--- src/rtl/mem_uart_tx_dump_if.sv ---
// Host, data-memory read port and UART line of the memory dump engine.
// The engine side uses the master modport; the host/memory side uses slave.
interface mem_uart_tx_dump_if;
  logic        start;
  logic [3:0]  first_addr;
  logic [4:0]  word_count;
  logic        mem_rd_en;
  logic [3:0]  mem_rd_addr;
  logic [15:0] mem_rd_data;
  logic        tx;
  logic        busy;
  logic        done;

  modport master (
    input  start, first_addr, word_count, mem_rd_data,
    output mem_rd_en, mem_rd_addr, tx, busy, done
  );

  modport slave (
    output start, first_addr, word_count, mem_rd_data,
    input  mem_rd_en, mem_rd_addr, tx, busy, done
  );
endinterface

--- src/rtl/mem_uart_tx_dump.sv ---
// Streams a block of 16-bit data-memory words out of an 8N1 UART TX line.
// Each word goes out as two bytes, high byte first, with bits LSB first.
module mem_uart_tx_dump #(
  parameter int CLKS_PER_BIT = 868
) (
  input  logic               clk,
  input  logic               reset,
  mem_uart_tx_dump_if.master bus
);

  localparam int              CntW    = $clog2(CLKS_PER_BIT);
  localparam logic [CntW-1:0] LastCnt = CntW'(CLKS_PER_BIT - 1);

  typedef enum logic [2:0] {IDLE, FETCH, LOAD, START, DATA, STOP, NEXT} stateT;

  stateT           state;
  stateT           stateNext;
  logic [CntW-1:0] baudCnt;
  logic [2:0]      bitIdx;
  logic            hiSel;
  logic [15:0]     wordReg;
  logic [3:0]      addr;
  logic [4:0]      remaining;
  logic            txReg;
  logic            busyReg;
  logic            doneReg;
  logic            rdEn;
  logic            txNext;

  logic            bitEnd;
  logic            accept;
  logic            emptyReq;
  logic            lastWord;
  logic [7:0]      curByte;

  assign bitEnd   = (baudCnt == LastCnt);
  assign accept   = (state == IDLE) && bus.start && (bus.word_count != 5'd0);
  assign emptyReq = (state == IDLE) && bus.start && (bus.word_count == 5'd0);
  assign lastWord = (remaining == 5'd1);
  assign curByte  = hiSel ? wordReg[15:8] : wordReg[7:0];

  // NOTE: sequential state uses non-blocking assignments so every register
  // samples pre-edge values, independent of process evaluation order.
  always_ff @(posedge clk or negedge reset) begin
    if (!reset) state <= IDLE;
    else        state <= stateNext;
  end

  // NOTE: every combinational output gets a default first, so no path
  // through the case can leave it unassigned and infer a latch.
  always_comb begin
    stateNext = state;
    case (state)
      IDLE:    if (accept) stateNext = FETCH;
      FETCH:   stateNext = LOAD;
      LOAD:    stateNext = START;
      START:   if (bitEnd) stateNext = DATA;
      DATA:    if (bitEnd && bitIdx == 3'd7) stateNext = STOP;
      STOP:    if (bitEnd) stateNext = hiSel ? START : NEXT;
      NEXT:    stateNext = lastWord ? IDLE : FETCH;
      default: stateNext = IDLE;
    endcase
  end

  // tx is computed from the current state and registered, so the line trails
  // the state machine by one cycle and never glitches.
  always_comb begin
    rdEn   = (state == FETCH);
    txNext = 1'b1;
    case (state)
      START:   txNext = 1'b0;
      DATA:    txNext = curByte[bitIdx];
      default: txNext = 1'b1;
    endcase
  end

  always_ff @(posedge clk or negedge reset) begin
    if (!reset) begin
      baudCnt   <= '0;
      bitIdx    <= '0;
      hiSel     <= 1'b1;
      wordReg   <= '0;
      addr      <= '0;
      remaining <= '0;
      txReg     <= 1'b1;
      busyReg   <= 1'b0;
      doneReg   <= 1'b0;
    end else begin
      txReg   <= txNext;
      doneReg <= emptyReq || (state == NEXT && lastWord);

      if (state == START || state == DATA || state == STOP)
        baudCnt <= bitEnd ? '0 : baudCnt + CntW'(1);
      else
        baudCnt <= '0;

      if (state != DATA)  bitIdx <= '0;
      else if (bitEnd)    bitIdx <= bitIdx + 3'd1;

      // The high byte always goes first; the first stop bit flips to the low byte.
      if (state == LOAD) begin
        wordReg <= bus.mem_rd_data;
        hiSel   <= 1'b1;
      end else if (state == STOP && bitEnd) begin
        hiSel   <= 1'b0;
      end

      if (accept) begin
        addr      <= bus.first_addr;
        remaining <= bus.word_count;
        busyReg   <= 1'b1;
      end else if (state == NEXT) begin
        remaining <= remaining - 5'd1;
        if (lastWord) busyReg <= 1'b0;
        else          addr    <= addr + 4'd1;
      end
    end
  end

  assign bus.mem_rd_en   = rdEn;
  assign bus.mem_rd_addr = addr;
  assign bus.tx          = txReg;
  assign bus.busy        = busyReg;
  assign bus.done        = doneReg;

endmodule

--- src/flat_wrapper.sv ---
// flat-port wrapper written by rule: the top's interface ports become plain ports
module mem_uart_tx_dump_flat 
#(
  parameter int CLKS_PER_BIT = 868
)
  (clk, reset, bus_start, bus_first_addr, bus_word_count, bus_mem_rd_data, bus_mem_rd_en, bus_mem_rd_addr, bus_tx, bus_busy, bus_done);
  mem_uart_tx_dump_if bus_i ();
  input  logic clk;
  input  logic reset;
  input wire logic [$bits(bus_i.start)-1:0] bus_start;
  input wire logic [$bits(bus_i.first_addr)-1:0] bus_first_addr;
  input wire logic [$bits(bus_i.word_count)-1:0] bus_word_count;
  input wire logic [$bits(bus_i.mem_rd_data)-1:0] bus_mem_rd_data;
  output wire logic [$bits(bus_i.mem_rd_en)-1:0] bus_mem_rd_en;
  output wire logic [$bits(bus_i.mem_rd_addr)-1:0] bus_mem_rd_addr;
  output wire logic [$bits(bus_i.tx)-1:0] bus_tx;
  output wire logic [$bits(bus_i.busy)-1:0] bus_busy;
  output wire logic [$bits(bus_i.done)-1:0] bus_done;
  assign bus_i.start = bus_start;
  assign bus_i.first_addr = bus_first_addr;
  assign bus_i.word_count = bus_word_count;
  assign bus_i.mem_rd_data = bus_mem_rd_data;
  assign bus_mem_rd_en = bus_i.mem_rd_en;
  assign bus_mem_rd_addr = bus_i.mem_rd_addr;
  assign bus_tx = bus_i.tx;
  assign bus_busy = bus_i.busy;
  assign bus_done = bus_i.done;
  mem_uart_tx_dump #(.CLKS_PER_BIT(CLKS_PER_BIT)) u_core (.clk(clk), .reset(reset), .bus(bus_i));
endmodule
--- config.mk ---
export PLATFORM = sky130hd
export DESIGN_NAME = mem_uart_tx_dump_flat
export DESIGN_NICKNAME = d
export VERILOG_FILES = /design/src/rtl/mem_uart_tx_dump_if.sv /design/src/rtl/mem_uart_tx_dump.sv /design/src/flat_wrapper.sv
export SDC_FILE = /design/constraint.sdc
export NUM_CORES = 1
export LEC_CHECK = 0
export CAP_MARGIN = 20
export CELL_PAD_IN_SITES_DETAIL_PLACEMENT = 1
export CELL_PAD_IN_SITES_GLOBAL_PLACEMENT = 1
export CORE_MARGIN = 4
export CORE_UTILIZATION = 38
export DETAILED_ROUTE_END_ITERATION = 16
export PLACE_DENSITY = 0.81
export SLEW_MARGIN = 20
export SYNTH_ARGS = -nofsm -noshare
export SYNTH_HDL_FRONTEND = slang
export SYNTH_SLANG_ARGS = --single-unit
--- constraint.sdc ---
create_clock -name clk -period 2.2 [get_ports clk]
set_input_delay 0.22 -clock clk [delete_from_list [all_inputs] [get_ports clk]]
set_output_delay 0.22 -clock clk [all_outputs]
set_load 0.03 [all_outputs]
### Word-level counts from Yosys, hierarchy flattened

Cells that the tools add are included.

* register bits after elaboration: 45
* logic and storage cells: 74
* output and inout bits: 8

* mux-type cells: 25
* equality and inequality tests: 15
* magnitude comparators: 1
* add/subtract/negate cells: 4
* reduce and logical (&&, ||, !) cells: 19

Operators by type and width (number)
* 3-bit two-way mux: 7
* 3-bit case mux with 7 select lines: 1
* 10-bit two-way mux: 2
* 3-bit == test, second input constant: 4
* 4-bit two-way mux: 3
* 10-bit by 1-bit adder with 10-bit output, second input constant: 1
* 10-bit == test, second input constant: 1
* 5-bit two-way mux: 2
* 2-bit by 1-bit inequality test with 1-bit output, second input constant: 5
* 8-bit two-way mux: 1
* 2-bit nonzero test: 4
* 1-bit two-way mux: 7
* 3-bit by 2-bit == test with 1-bit output, second input constant: 2
* 1-bit logical AND: 6
* 5-bit by 1-bit == test with 1-bit output, second input constant: 1
* 5-bit logical NOT: 1
* 5-bit nonzero test: 1
* 5-bit by 1-bit subtractor with 5-bit output, second input constant: 1
* 4-bit by 1-bit adder with 4-bit output, second input constant: 1
* 3-bit by 4-bit less-than comparator with 1-bit output, second input constant: 1
* 2-bit AND reduction: 2
* 4-bit AND reduction: 1
* 3-bit by 1-bit adder with 3-bit output, second input constant: 1
* 1-bit binary-select mux with 3-bit select: 1
* other kinds (5): 7

### Longest topological paths before layout

Gate-level depths: netlist (run 1).

* depth in word-level cells: 5
* gate-level depth with buffers: 7
* mapped depth without buffers: 7

### Worst setup path after synthesis (run 1)

OpenSTA, ideal clock, no wires.

* path type: register to register
* from: register u_core.baudCnt[2]
* to: register u_core.state[2]
* period minus slack after synthesis: 2.208 ns
* data required time: 2.067 ns
* buffers on the path: 1
* path slack: -0.008 ns
* data arrival time: 2.075 ns
* cell stages (with the launch flop): 7
* cell sequence: dfrtp_1 or4b_1 or4_4 buf_6 a22o_4 a211oi_2 a2111oi_2

* cells in the longest elaborated chain, start to end: 4
* elaborated cells on any way between the ends: 6
* those cells by class: eq/ne: 4; reduce/logical: 2

RTL lines
* from (decl): line mem_uart_tx_dump.sv:18 `logic [CntW-1:0] baudCnt;`
* from (signal assigned): line mem_uart_tx_dump.sv:93 `baudCnt <= bitEnd ? '0 : baudCnt + CntW'(1);`
* 10-bit == test *: line mem_uart_tx_dump.sv:36 `assign bitEnd = (baudCnt == LastCnt);`
* 1-bit logical AND: line mem_uart_tx_dump.sv:58 `DATA: if (bitEnd && bitIdx == 3'd7) stateNext = STOP;`
* 2-bit by 1-bit inequality test with 1-bit output (no line)
* 4-bit AND reduction (no line) *
* to (signal assigned): line mem_uart_tx_dump.sv:46 `else state <= stateNext;`
* to (decl): line mem_uart_tx_dump.sv:16 `stateT state;`

Every way passes the cells marked *; elsewhere a longest branch is shown, timed or not.
A chain may end at the register's enable or synchronous reset.

### Worst setup path after layout (run 1)

* from: register u_core.baudCnt[7]
* to: register u_core.state[1]

Same word-level chain as after synthesis.

==> results of run 1 <==
[routing by layer]
metal	vias to the layer above	track usage	routed length, um
li1	808	-	-
met1	884	0.205	2440
met2	27	0.286	2900
met3	6	0.0320	174
met4	0	0.0345	57
met5	-	0	0
[flip-flops by register name (all words and copies together), names as in the netlist]
register / cells
u_core.bus.done: 1
u_core.remaining: 5
u_core.bus.mem_rd_addr: 4
u_core.bitIdx: 3
u_core.bus.busy: 1
u_core.baudCnt: 10
u_core.bus.tx: 1
u_core.wordReg: 16
u_core.hiSel: 1
u_core.state: 3
[worst max-delay path: cells and delay by family (launching register included)]
kind               cells  cell delay [ns]
and+or+nand+nor        3             1.23
DFF                    1             0.38
AOI/OAI and AO/OA      2             0.37
[Yosys cell counts (2+ instances only)]
cell type	number
mux4_2	5
a21oi_1	8
a22oi_1	2
mux2i_1	2
xnor2_1	9
a221o_1	5
o21ai_0	2
clkbuf_1	3
nor4_1	2
nor3_1	6
dfstp_2	2
mux2_2	16
buf_2	2
dfrtp_1	43
nand3_1	5
nand4_1	2
inv_1	7
ha_1	6
nor2_1	23
nand2_1	19
xor2_1	4
[cell type report]
class | count | area (um^2) | share of cell area
Clock buffer | 5 | 68.8 | 0.0235
Clock inverter | 3 | 65.1 | 0.0222
Inverter | 7 | 26.3 | 0.00897
Multi-Input combinational cell | 140 | 1100 | 0.375
Sequential cell | 45 | 1130 | 0.385
Tap cell | 72 | 90.1 | 0.0308
Timing Repair Buffer | 49 | 453 | 0.155
[through the flow]
step                      cells  power (W)  setup WS [ns]  cell area [um^2]
final                       321    0.00169         0.0873              2930
after CTS                   321    0.00170      0.0000870              2920
after detailed placement    313   0.000969        -0.0247              2780
after global placement      313   0.000965         0.0707              2780
after global routing        321    0.00175        0.00847              2930
after floorplan             198   0.000886         0.0128              2260
[path summary, 6_finish.rpt]
check / end / slack [ns] / cells past startpoint
worst max register to register: u_core.state[1] / 0.09 / 5
worst max-delay path: u_core.state[1] / 0.09 / 5
max in group asynchronous: u_core.hiSel / 1.81 / 2
worst min register to register: u_core.baudCnt[0] / 0.49 / 1
min in group clk: u_core.baudCnt[0] / 0.49 / 1
worst min-delay path: u_core.remaining[3] / -0.02 / 2
[repair_timing]
item / CTS / global route
buffers inserted: 0 / 0
pin swaps: 1 / 1
endpoints found under the setup margin: 3 / 4
resized for setup: 2 / 2
[cells by family after synthesis]
logic type               synth area share
buffers and inverters              0.0260
AO/OA/AOI/OAI                      0.0990
AND/OR/NAND/NOR                     0.154
adder cells (fa/ha/maj)            0.0332
multiplexers                        0.138
XOR/XNOR                           0.0503
flip-flops                          0.499
[power breakdown]
group / switching, W / total, W / internal [W]
sequential: 0.00000953 / 0.000844 / 0.000834
clock: 0.000288 / 0.000740 / 0.000451
combinational: 0.0000470 / 0.000109 / 0.0000619
==> metrics, run 1 <==
Worst-Skew Late Latency=0.30 ns; Top FF cell, synth=dfrtp_1; pins over their slew limit=0; Die Y=85.2 um; final setup TNS=0 ns; All-Layer GR Usage=0.162; Yosys reg bits=45; Core Area=5640 um^2; largest net degree at the start of global routing=46; Syn Nets=232; layout net count=282; row count=27; final wirelength=5570 um; final core utilization=0.519; remaining global-route overflow=0; Final Hold Viols=7; CTS Buf Count=5; Critical R2R Launch=u_core.baudCnt[7]; hold buffer count at cts=0; clock skew=0.0119 ns; PortBufs=35; Final setup viols=0; CP required=2.37 ns; initial antenna violation count=0; Seq/Total Area, Yosys=0.499; Root Buffer=clkbuf_8; Iteration-0 DRC Markers=55; die area=7250 um^2; Worst Tran Pin Value=0.574 ns; Slowest cell on crit path=or4b_1; number of vias in the routed layout=1725; top cells by area, synth=dfrtp_1 48%, mux2_2 8.0%, mux4_2 5.0%; global-route wire length before repair=9380 um; Max rail drop VDD=319 uV; Mapped Cells=198; Initial Utilization=0.401; Worst Path Max Fanout=4; crit end category=flip-flop; Final period util=0.960; cell taking the most area after synthesis=dfrtp_1; post-synth top area share=0.476; Netlist cell types=46; IO Pins=36; Post-synth ARST share=1.00; minimum clock period=2.11 ns; critical path, cell by cell=or4b_1, or4_4, a22o_4, nor3b_2, a21oi_1; clock sinks=45; final weighted congestion of routability-driven global placement=0.799; unrepaired setup endpoints after global routing=false; Reg clk slew, reported paths=0.09 ns; leak pwr=1.28 nW; synthesized area per cell=11.4 um^2; worst hold path class=input pin to async pin; highest clock rate=0.473 GHz; layout cells sized above 1=0.233; crit-path max cell delay=0.55 ns; Clock Path Buffers=2; CTS tree=yes; diode count=0; most frequent cells in the layout=43 x dfrtp_1, 33 x clkdlybuf4s50_1, 23 x nor2_1, 19 x nand2_1, 16 x mux2_2; routed len/inst=17.4 um; worst endpoint data arrival time=2.28 ns; Synth warnings=0; Die X-Extent=85.2 um; power density over the cells=578 nW/um^2; commonest non-fill, non-tap cell in the layout=dfrtp_1; post-route ant nets=0; DR pass1 iterations=4; vias per cell=5.37; vias in the first global route=1896; H-tree Lvls=2; Area Overhead vs Synth=29.5%; hold_ws=-0.0181 ns; Post-synth EDFFs=0; Post-Syn Area=2260 um^2; hpwl dp=3930 um; status=complete, but fails checks; fillers=625; Slew HR=0.617; number of max-cap violations=0; Setup crit start=u_core.baudCnt[7]; failing checks=negative hold slack; Setup crit start kind=flip-flop; DRC Markers=0; crit path kind=flip-flop to flip-flop
Note: power is estimated with default switching activity, not from simulation.
==> run 2, diff against run 1 <==
MAX_ROUTING_LAYER = met4   (was unset)
==> run 2 against run 1 <==
  * Critical path type unchanged
  * Sequential power hardly changed
  * Core utilization unchanged
  * Clock skew is essentially flat
  * Routed wire length is 0.38% higher
  * The flow still finishes with violations (negative hold slack)
==> metrics, run 2 (synthesis gave the netlist of run 1 again) <==
status=complete, but fails checks; failing checks=negative hold slack; unrepaired setup endpoints after global routing=false; H-tree Lvls=2 (unchanged); Slew HR=0.617 (about the same); CP required=2.36 ns (about the same); global-route wire length before repair=9380 um (about the same); row count=27 (unchanged); PortBufs=35 (unchanged); DR pass1 iterations=4 (unchanged); Worst-Skew Late Latency=0.30 ns (about the same); Largest register FFs=16 (unchanged); critical path, cell by cell=or4b_1, or4_4, a22o_4, a211oi_4, a2111oi_2; final weighted congestion of routability-driven global placement=0.810 (+1.4%); pins over their slew limit=0 (unchanged); Setup crit start kind=flip-flop; R2R depth=5 (unchanged); Clock Path Buffers=2 (unchanged); Die Y=85.2 um (unchanged); worst hold path class=input pin to async pin; remaining global-route overflow=0 (unchanged); Max rail drop VDD=319 uV (-0.21%); Slowest cell on crit path=or4b_1; power density over the cells=578 nW/um^2 (about the same); reg2reg end=u_core.state[2]; hold_ws=-0.0173 ns (+0.000734 ns); minimum clock period=2.11 ns (-0.00131 ns); r2r setup slk=0.09 ns (about the same); crit-path max cell delay=0.55 ns (about the same); Final Hold Viols=7 (unchanged); clock sinks=45 (unchanged); All-Layer GR Usage=0.167 (+0.00527); hpwl dp=3930 um (unchanged); die area=7250 um^2 (unchanged); Final period util=0.960 (about the same); CTS tree=yes; vias in the first global route=1890 (-0.32%); crit path kind=flip-flop to flip-flop; WP buf/inv=0 (unchanged); Root Buffer=clkbuf_8; Final Power=0.00169 W (about the same); IO Pins=36 (unchanged); Final setup viols=0 (unchanged); Largest regs=u_core.wordReg: 16 flops, u_core.baudCnt: 10 flops, u_core.remaining: 5 flops; layout cells sized above 1=0.233 (unchanged); fillers=625 (unchanged); DRC Markers=0 (unchanged); post-route ant nets=0 (unchanged); final setup TNS=0 ns (unchanged); highest clock rate=0.474 GHz (about the same); number of vias in the routed layout=1739 (+0.81%); commonest non-fill, non-tap cell in the layout=dfrtp_1; number of max-cap violations=0 (unchanged); CTS Buf Count=5 (unchanged); cell family with most CP delay=simple AND/OR/NAND/NOR gates; Die X-Extent=85.2 um (unchanged); routed len/inst=17.4 um (+0.38%); largest register by flop count=u_core.wordReg; initial antenna violation count=0 (unchanged); most frequent cells in the layout=43 x dfrtp_1, 33 x clkdlybuf4s50_1, 23 x nor2_1, 19 x nand2_1, 16 x mux2_2; Area Overhead vs Synth=29.5% (unchanged); crit end category=flip-flop; hold buffer count at cts=0 (unchanged); clock skew=0.0120 ns (+0.000116 ns); worst endpoint data arrival time=2.27 ns (about the same); Worst Tran Pin Value=0.574 ns (+0.000120 ns); largest net degree at the start of global routing=46 (unchanged); Reg clk slew, reported paths=0.09 ns (about the same); total setup buffers inserted after CTS=0 (unchanged); Iteration-0 DRC Markers=72 (+31%); leak pwr=1.28 nW (unchanged); layout net count=282 (unchanged); Core Area=5640 um^2 (unchanged); vias per cell=5.42 (+0.81%); diode count=0 (unchanged); final wirelength=5590 um (+0.38%); Initial Utilization=0.401 (unchanged); Critical R2R Launch=u_core.baudCnt[7]; Worst Path Max Fanout=4 (unchanged)
==> run 2: worst max path at each step <==
| stage | slack [ns] | cells after the start | start | to |
|---|---|---|---|---|
| after global placement | 0.07 | 5 | u_core.baudCnt[7] | u_core.state[2] |
| after detailed placement | -0.02 | 5 | u_core.baudCnt[7] | u_core.state[0] |
| after CTS | 0.00009 | 5 | u_core.baudCnt[7] | u_core.state[2] |
| after global routing | 0.003 | 6 | u_core.bitIdx[1] | u_core.state[2] |
| after floorplan | 0.01 | 6 | u_core.baudCnt[7] | u_core.state[2] |
| final | 0.09 | 5 | u_core.baudCnt[7] | u_core.state[2] |
==> run 2: layout make-up <==
type | instances | area, um^2 | area share
Timing Repair Buffer | 49 | 453 | 0.155
Tap cell | 72 | 90.1 | 0.0308
Sequential cell | 45 | 1130 | 0.385
Clock inverter | 3 | 65.1 | 0.0222
Multi-Input combinational cell | 140 | 1100 | 0.375
Inverter | 7 | 26.3 | 0.00897
Clock buffer | 5 | 68.8 | 0.0235
==> run 2: report_power, final <==
part           switching (W)  internal, W
Clock               0.000289     0.000451
Sequential        0.00000965     0.000834
Combinational      0.0000470    0.0000619
==> run 2: what timing repair did <==
item,in CTS,in global routing
endpoints found under the setup margin,3,4
pin swaps,1,1
gates resized for setup,2,2
==> run 2: metrics by stage <==
| step | instances | util | setup WS [ns] | cell area, um^2 |
|---|---|---|---|---|
| after global placement | 313 | 0.492 | 0.0707 | 2780 |
| after floorplan | 198 | - | 0.0128 | 2260 |
| final | 321 | 0.519 | 0.0886 | 2930 |
| after global routing | 321 | 0.519 | 0.00257 | 2930 |
| after detailed placement | 313 | 0.492 | -0.0247 | 2780 |
| after CTS | 321 | 0.517 | 0.0000870 | 2920 |
==> run 2: metal layers <==
metal / global-route usage / up-vias / wire (um)
met5: - / - / 0
met4: 0.0345 / 0 / 57
met2: 0.286 / 36 / 2890
met1: 0.208 / 888 / 2460
met3: 0.0301 / 6 / 187
li1: - / 809 / -
